$ cat config.mk
export PLATFORM = sky130hd
export DESIGN_NAME = lowp_decim_fifo
export DESIGN_NICKNAME = d
export VERILOG_FILES = /design/src/rtl/lowp_pkg.sv /design/src/rtl/lowp_sync_fifo.sv /design/src/rtl/lowp_decim_fifo.sv
export SDC_FILE = /design/constraint.sdc
export NUM_CORES = 1
export LEC_CHECK = 0
export BUFFER_PORTS_ARGS = -buffer_cell sky130_fd_sc_hd__buf_2
export CAP_MARGIN = 30
export CORE_MARGIN = 4
export CORE_UTILIZATION = 35
export DETAILED_ROUTE_END_ITERATION = 10
export GPL_TIMING_DRIVEN = 0
export PLACE_DENSITY_LB_ADDON = 0.15
export REMOVE_ABC_BUFFERS = 1
export SKIP_LAST_GASP = 1
export SLEW_MARGIN = 20
export SYNTH_ARGS = -nofsm -noshare
export SYNTH_HDL_FRONTEND = slang
export SYNTH_SLANG_ARGS = --single-unit
export TNS_END_PERCENT = 50
$ cat constraint.sdc
create_clock -name clock_in -period 5 [get_ports clock_in]
set_input_delay 0.5 -clock clock_in [delete_from_list [all_inputs] [get_ports clock_in]]
set_output_delay 0.5 -clock clock_in [all_outputs]
set_load 0.05 [all_outputs]
$ cat src/rtl/lowp_pkg.sv
// Shared constants for the boxcar low-pass filter chain and a constant-width helper.
package lowp_pkg;

  localparam int unsigned LOWP_WIDTH  = 28;
  localparam int unsigned LOWP_WINDOW = 1024;

  // Number of bits needed to index 'value' distinct entries; 0 for value <= 1.
  function automatic int unsigned clog2(input int unsigned value);
    int unsigned result;
    result = 0;
    for (int unsigned i = 0; i < 32; i++) begin
      if ((64'(1) << i) < 64'(value)) result = i + 1;
    end
    return result;
  endfunction

endpackage

$ cat src/rtl/lowp_sync_fifo.sv
// Single-clock first-word-fall-through FIFO; a push into a full FIFO is accepted only alongside a pop.
module lowp_sync_fifo
  import lowp_pkg::*;
#(
  parameter int unsigned WIDTH = LOWP_WIDTH,
  parameter int unsigned DEPTH = 16
) (
  input  logic                    clock_in,
  input  logic                    reset,
  input  logic                    push,
  input  logic [WIDTH-1:0]        din,
  input  logic                    pop,
  output logic [WIDTH-1:0]        dout,
  output logic                    empty,
  output logic                    full,
  output logic [clog2(DEPTH):0]   count
);

  localparam int unsigned AW = clog2(DEPTH);
  localparam int unsigned CW = AW + 1;

  logic [WIDTH-1:0] mem [DEPTH];
  logic [AW-1:0]    rd_ptr;
  logic [AW-1:0]    wr_ptr;
  logic             do_push;
  logic             do_pop;

  assign empty   = (count == '0);
  assign full    = (count == CW'(DEPTH));
  assign do_pop  = pop & ~empty;
  // The slot freed by a same-cycle pop lets a push into a full FIFO proceed.
  assign do_push = push & (~full | do_pop);
  assign dout    = empty ? '0 : mem[rd_ptr];

  always_ff @(posedge clock_in) begin
    if (reset) begin
      rd_ptr <= '0;
      wr_ptr <= '0;
      count  <= '0;
    end else begin
      if (do_push) wr_ptr <= wr_ptr + AW'(1);
      if (do_pop)  rd_ptr <= rd_ptr + AW'(1);
      case ({do_push, do_pop})
        2'b10:   count <= count + CW'(1);
        2'b01:   count <= count - CW'(1);
        default: count <= count;
      endcase
    end
  end

  always_ff @(posedge clock_in) begin
    if (do_push) mem[wr_ptr] <= din;
  end

endmodule

$ cat src/rtl/lowp_decim_fifo.sv
// Drops filter output until the window has filled, keeps every DECIM-th enabled sample, and queues it for the reader.
module lowp_decim_fifo
  import lowp_pkg::*;
#(
  parameter int unsigned WIDTH  = LOWP_WIDTH,
  parameter int unsigned DECIM  = 16,
  parameter int unsigned SETTLE = LOWP_WINDOW,
  parameter int unsigned DEPTH  = 16
) (
  input  logic                      clock_in,
  input  logic                      reset,
  input  logic                      enable,
  input  logic signed [WIDTH-1:0]   signal_in,
  output logic                      out_valid,
  output logic signed [WIDTH-1:0]   out_data,
  input  logic                      out_ready,
  output logic [clog2(DEPTH):0]     fifo_count,
  output logic                      settled,
  output logic                      overflow
);

  localparam int unsigned SW = clog2(SETTLE + 1);
  localparam int unsigned DW = clog2(DECIM + 1);

  logic [SW-1:0]    settle_cnt;
  logic [DW-1:0]    decim_cnt;
  logic             push;
  logic             pop;
  logic             empty;
  logic             full;
  logic [WIDTH-1:0] head;

  assign push      = settled & enable & (decim_cnt == DW'(DECIM - 1));
  assign pop       = out_valid & out_ready;
  assign out_valid = ~empty;
  assign out_data  = head;

  // Settle counter: settled latches once SETTLE enabled cycles have passed.
  always_ff @(posedge clock_in) begin
    if (reset) begin
      settle_cnt <= '0;
      settled    <= 1'b0;
    end else if (enable & ~settled) begin
      settle_cnt <= settle_cnt + SW'(1);
      if (settle_cnt == SW'(SETTLE - 1)) settled <= 1'b1;
    end
  end

  always_ff @(posedge clock_in) begin
    if (reset) begin
      decim_cnt <= '0;
    end else if (settled & enable) begin
      decim_cnt <= (decim_cnt == DW'(DECIM - 1)) ? '0 : decim_cnt + DW'(1);
    end
  end

  // Sticky flag: a kept sample found no room and no same-cycle pop.
  always_ff @(posedge clock_in) begin
    if (reset) begin
      overflow <= 1'b0;
    end else if (push & full & ~pop) begin
      overflow <= 1'b1;
    end
  end

  lowp_sync_fifo #(
    .WIDTH (WIDTH),
    .DEPTH (DEPTH)
  ) u_fifo (
    .clock_in (clock_in),
    .reset    (reset),
    .push     (push),
    .din      (signal_in),
    .pop      (pop),
    .dout     (head),
    .empty    (empty),
    .full     (full),
    .count    (fifo_count)
  );

endmodule

* After elaboration in Yosys (flattened, before gate mapping)
Memories as Yosys holds them, arrays and structs flattened. A register that Yosys moved wholly into a read port is not among the register bits. Cells that the tools add are included.
Word-level totals: flip-flop bits (word level) 31, bits in writable memories 448, bits of input ports 32, output and inout port bits 36, memories 1
Cells by class: $add $sub $neg 6, eq/ne operators 5, muxes and demuxes 7, bitwise operators 13, reduce and logical (&&, ||, !) cells 3
Memory list:
- u_fifo.mem | words 16, bits a word 28, read ports 1, clocked after Yosys merged registers in 1, wr ports 1, RTL line lowp_sync_fifo.sv:22 | logic [WIDTH-1:0] mem [DEPTH];
Operators by type and width (number):
- $mux 28 | 1
- $add 11x1->11 const B | 1
- $eq 11x10->1 const B | 1
- $add 5x1->5 const B | 2
- $pmux 5 s2 | 1
- $add 4x1->4 const B | 2
- $and 1x1->1 | 8
- $mux 4 | 2
- $eq 5x4->1 const B | 1
- $eq 5x5->1 const B | 1
- $logic_not 5->1 | 1
- $mux 5 | 1
- $sub 5x1->5 const B | 1
- $not 1->1 | 4
- $eq 2x1->1 const B | 1
- $eq 2x2->1 const B | 1
- $mux 1 | 2
- $reduce_and 2->1 | 1
- $reduce_bool 2->1 | 1
- $or 1x1->1 | 1

* Logic depth before layout (Yosys ltp)
word-level depth 8, gate-level depth with buffers 11

* Modules after synthesis
Synthesis repeated with hierarchy kept, for this count alone.
Second synthesis, totals: cells, all modules 911, area total of the unflattened synthesis 18923.1 um^2
Modules (own cells, without submodules):
- lowp_sync_fifo | instances 1, cells each 817, area an instance 18087.3 um^2, seq. area each 13793.2 um^2
- lowp_decim_fifo | instances 1, cells each 94, area an instance 835.8 um^2, seq. area each 360.3 um^2

* Worst setup path after synthesis
No wires, ideal clock.
kind reg-to-reg, start register settled, end memory u_fifo.mem[2][0] (netlist name) (enable), arrival 4.209 ns, slack 0.307 ns, cell stages (with the launch flop) 6, buffers on the path 2, clock period less this slack 4.693 ns, cells stage by stage dfxtp_1 > clkbuf_1 > and4b_1 > clkbuf_1 > o211ai_2 > nor4_1
Between the ends: word-level cells in the longest chain between the ends 5
Ends and longest elaborated chain:
- from (decl) | RTL line lowp_decim_fifo.sv:18 | output logic settled,
- from (signal assigned) | RTL line lowp_decim_fifo.sv:42 | settled <= 1'b0;
- from (signal assigned) | RTL line lowp_decim_fifo.sv:45 | if (settle_cnt == SW'(SETTLE - 1)) settled <= 1'b1;
- $and 1x1->1 (2 in a row) | RTL line lowp_decim_fifo.sv:33 | assign push = settled & enable & (decim_cnt == DW'(DECIM - 1));
- $and 1x1->1 | RTL line lowp_sync_fifo.sv:32 | assign do_push = push & (~full | do_pop);
- $mux 1 | RTL line lowp_sync_fifo.sv:52 | if (do_push) mem[wr_ptr] <= din;
- $mux 1 (not written as such) | RTL line lowp_sync_fifo.sv:52
- to (decl) | RTL line lowp_sync_fifo.sv:22
Every way passes these cells.

* Worst setup path in the final report
start register u_fifo.count[1], end output port out_data[3]
Between the ends: word-level cells in the longest chain between the ends 2
Ends and longest elaborated chain:
- from (decl) | RTL line lowp_sync_fifo.sv:16 | output logic [clog2(DEPTH):0] count
- from (signal assigned) | RTL line lowp_sync_fifo.sv:44 | 2'b10: count <= count + CW'(1);
- from (signal assigned) | RTL line lowp_sync_fifo.sv:45 | 2'b01: count <= count - CW'(1);
- from (signal assigned) | RTL line lowp_sync_fifo.sv:46 | default: count <= count;
- $logic_not 5->1 | RTL line lowp_sync_fifo.sv:28 | assign empty = (count == '0);
- $mux 28 | RTL line lowp_sync_fifo.sv:33 | assign dout = empty ? '0 : mem[rd_ptr];
- to (decl) | RTL line lowp_decim_fifo.sv:15 | output logic signed [WIDTH-1:0] out_data,
Every way passes these cells.

==> run summary <==
R2R setup slack = 2.15 ns
routed vias = 8845
TritonCTS Sinks = 483
compound-cell area share of the yosys netlist = 0.0183
TritonRoute pass-1 iters = 4
Synth Instances = 896
Worst-Margin Slew = 0.756 ns
CP Launch Type = flip-flop
Ports = 68
critical path startpoint = u_fifo.count[1]
HP Class = in2reg
Routed Antenna Nets = 0
pin count of the biggest net entering global routing = 47
Post-Synth XOR/XNOR Area = 0.00749
wire per inst = 23.3 um
slew margin rel. = 0.496
post-route minimum period = 3.69 ns
final wirelength = 40.7 mm
Syn Std Cell Area = 18700 um^2
Num CTS Buffers = 52
FF+latch area = 14200 um^2
hpwl dp = 25.3 mm
first-pass GRT wire length = 61.7 mm
chip width = 239 um
Root Buffer = clkbuf_16
Post-synth top flop = edfxtp_1
worst reg2reg startpoint = settled
Post-Synth Simple-Gate Area = 0.0301
fmax = 0.271 GHz
die area = 57200 um^2
Post-synth EDFFs = 448
GRT met3 Usage = 0.0315
FF+latch count, synth = 483
skew final = 0.0159 ns
Unique masters post-synth = 45
Core Box Area = 52800 um^2
1st-iter DRT viols = 557
slowest library cell on the worst path = nor4_1
power per cell area = 507 nW/um^2
Initial Util = 0.355
Port Buffers = 67
most frequent cells in the layout = edfxtp_1 (448), mux4_2 (112), buf_2 (89)
Die Y = 239 um
hold depth = 3
Synth Area per Inst = 20.9 um^2
GRT Total Usage = 0.145
NumNets Final = 1059
M1 GR Usage = 0.199
max-cap violations = 0
Final Total Pwr = 11.2 mW
Worst Path Max Fanout = 15
Arrival @ worst endpoint = 3.19 ns
global placement routability congestion = 0.672
largest family of logic cells by synthesized area = multiplexers
Leak = 6.89 nW
adder-cell share of the synthesized area = 0.00535
Worst Slack Setup Final = 1.31 ns
Fillers = 4685
delay of the slowest critical-path stage = 0.68 ns
Via density = 5.05
critical path capture point type = output port
Setup crit end = out_data[3]
RR Endpoint = u_fifo.mem[11][8]
Multi-input gate area = 4380 um^2
Worst EP required = 4.50 ns
pre-CTS setup slack = 1.89 ns
register area share after synthesis = 0.756
initial antenna violation count = 3
CTS resizes = 0
Worst Reg-to-Reg Cells = 5
VDD IR max = 0.391 mV
Skew-Pair Late Insertion Delay = 0.60 ns
Hold Crit Start = enable
H-tree levels = 2
status = complete, no violations
final period utilization = 0.738
CTS tree = yes
Ys Warns = 0
clock buffer depth = 3
final hold violation count = 0
GRT busiest layer = met2
post-CTS setup repair buffer count = 0
critical path type = reg2out
RSZ-0062 raised after global routing = no
Async S/R FF share, synth = 0
mux contribution to synthesized area = 0.169
met2 Use GR = 0.240
Row Count = 84
vias in the first global route = 9344
CP Cell Sequence = nor4_1, nand2_1, nand2b_2, buf_16, o22ai_1, buf_2
grt ovf = 0
final setup violation count = 0
Syn-to-layout area delta = 17.8%
most common cell after layout, fill and taps aside = edfxtp_1
Post-CTS Hold Fix Bufs = 0
share of cells above drive strength 1 = 0.307
setup TNS = 0 ns
clock-pin slew on the worst setup and hold paths = 0.05 ns
Pins Over Slew Limit = 0
drt drc = 0
## critical path, delay by kind of cell, from the launching register on
kind	cells	cell delay (ns)
AO/OA/AOI/OAI	1	0.18
buffers and inverters	2	0.50
flip-flops	1	0.41
AND/OR/NAND/NOR	3	1.47
## state kept, by name, summed over array words and instances, names as in the netlist, named ones only
| register | count |
|---|---|
| overflow | 1 |
| settle_cnt | 11 |
| u_fifo.mem | 448 |
| settled | 1 |
| u_fifo.wr_ptr | 4 |
| decim_cnt | 5 |
| u_fifo.count | 5 |
| u_fifo.rd_ptr | 4 |
## stage by stage
stage | hold WS, ns | instance area [um^2] | std cells | utilization
after floorplan | 0.443 | 18500 | 846 | -
after global placement | 0.460 | 19700 | 1601 | 0.373
after detailed placement | 0.459 | 20500 | 1653 | 0.388
after CTS | 0.223 | 22000 | 1749 | 0.418
after global routing | 0.256 | 22000 | 1749 | 0.418
final | 0.264 | 22100 | 1751 | 0.418
## cell type report
class / count / share of cell area
Sequential cell: 483 / 0.642
Multi-Input combinational cell: 355 / 0.199
Clock buffer: 69 / 0.0629
Timing Repair Buffer: 119 / 0.0470
Tap cell: 688 / 0.0390
Clock inverter: 27 / 0.00840
Inverter: 8 / 0.00136
Antenna cell: 2 / 0.000227
## power breakdown
part	internal [mW]	leakage [nW]	total (mW)	switching, mW
logic	1.16	1.81	3.05	1.89
clock network	2.00	0.771	3.54	1.54
registers	4.45	4.31	4.57	0.126
total	7.61	6.89	11.2	3.56
## cell families after synthesis
kind of cell	after synthesis
flops	483
compound gates	51
mux	176
simple gates	104
buf+inv	58
xor+xnor	16
fa+ha+maj	8
## layer usage
| metal | routed length, um | up-vias |
|---|---|---|
| li1 | - | 3959 |
| met1 | 18100 | 4692 |
| met2 | 20200 | 140 |
| met3 | 1740 | 52 |
| met4 | 682 | 2 |
| met5 | 13 | - |
## worst min-delay path by stage
stage / endpoint / slack, ns
detailed placement: overflow / 0.46
floorplan: settle_cnt[10] / 0.44
finish: decim_cnt[1] / 0.26
global route: u_fifo.mem[7][11] / 0.26
global placement: overflow / 0.46
CTS: decim_cnt[1] / 0.22
## Yosys cell counts, drive strengths merged, types with 4 or more instances
cell / instances / area, um^2
dfxtp: 35 / 701
and2: 9 / 56.3
ha: 8 / 100
nand2b: 5 / 31.3
nand2: 14 / 52.6
inv: 8 / 30.0
o21ai: 5 / 36.3
o22ai: 28 / 175
buf: 25 / 130
a21oi: 8 / 40.0
mux2i: 62 / 621
or3: 5 / 31.3
nor2: 29 / 109
nor3: 5 / 25.0
clkbuf: 25 / 93.8
nor4: 5 / 31.3
edfxtp: 448 / 13500
nand3: 7 / 35.0
mux4: 112 / 2520
xor2: 11 / 96.3
xnor2: 5 / 43.8
nor2b: 4 / 25.0
(Power assumes the default switching activity.)
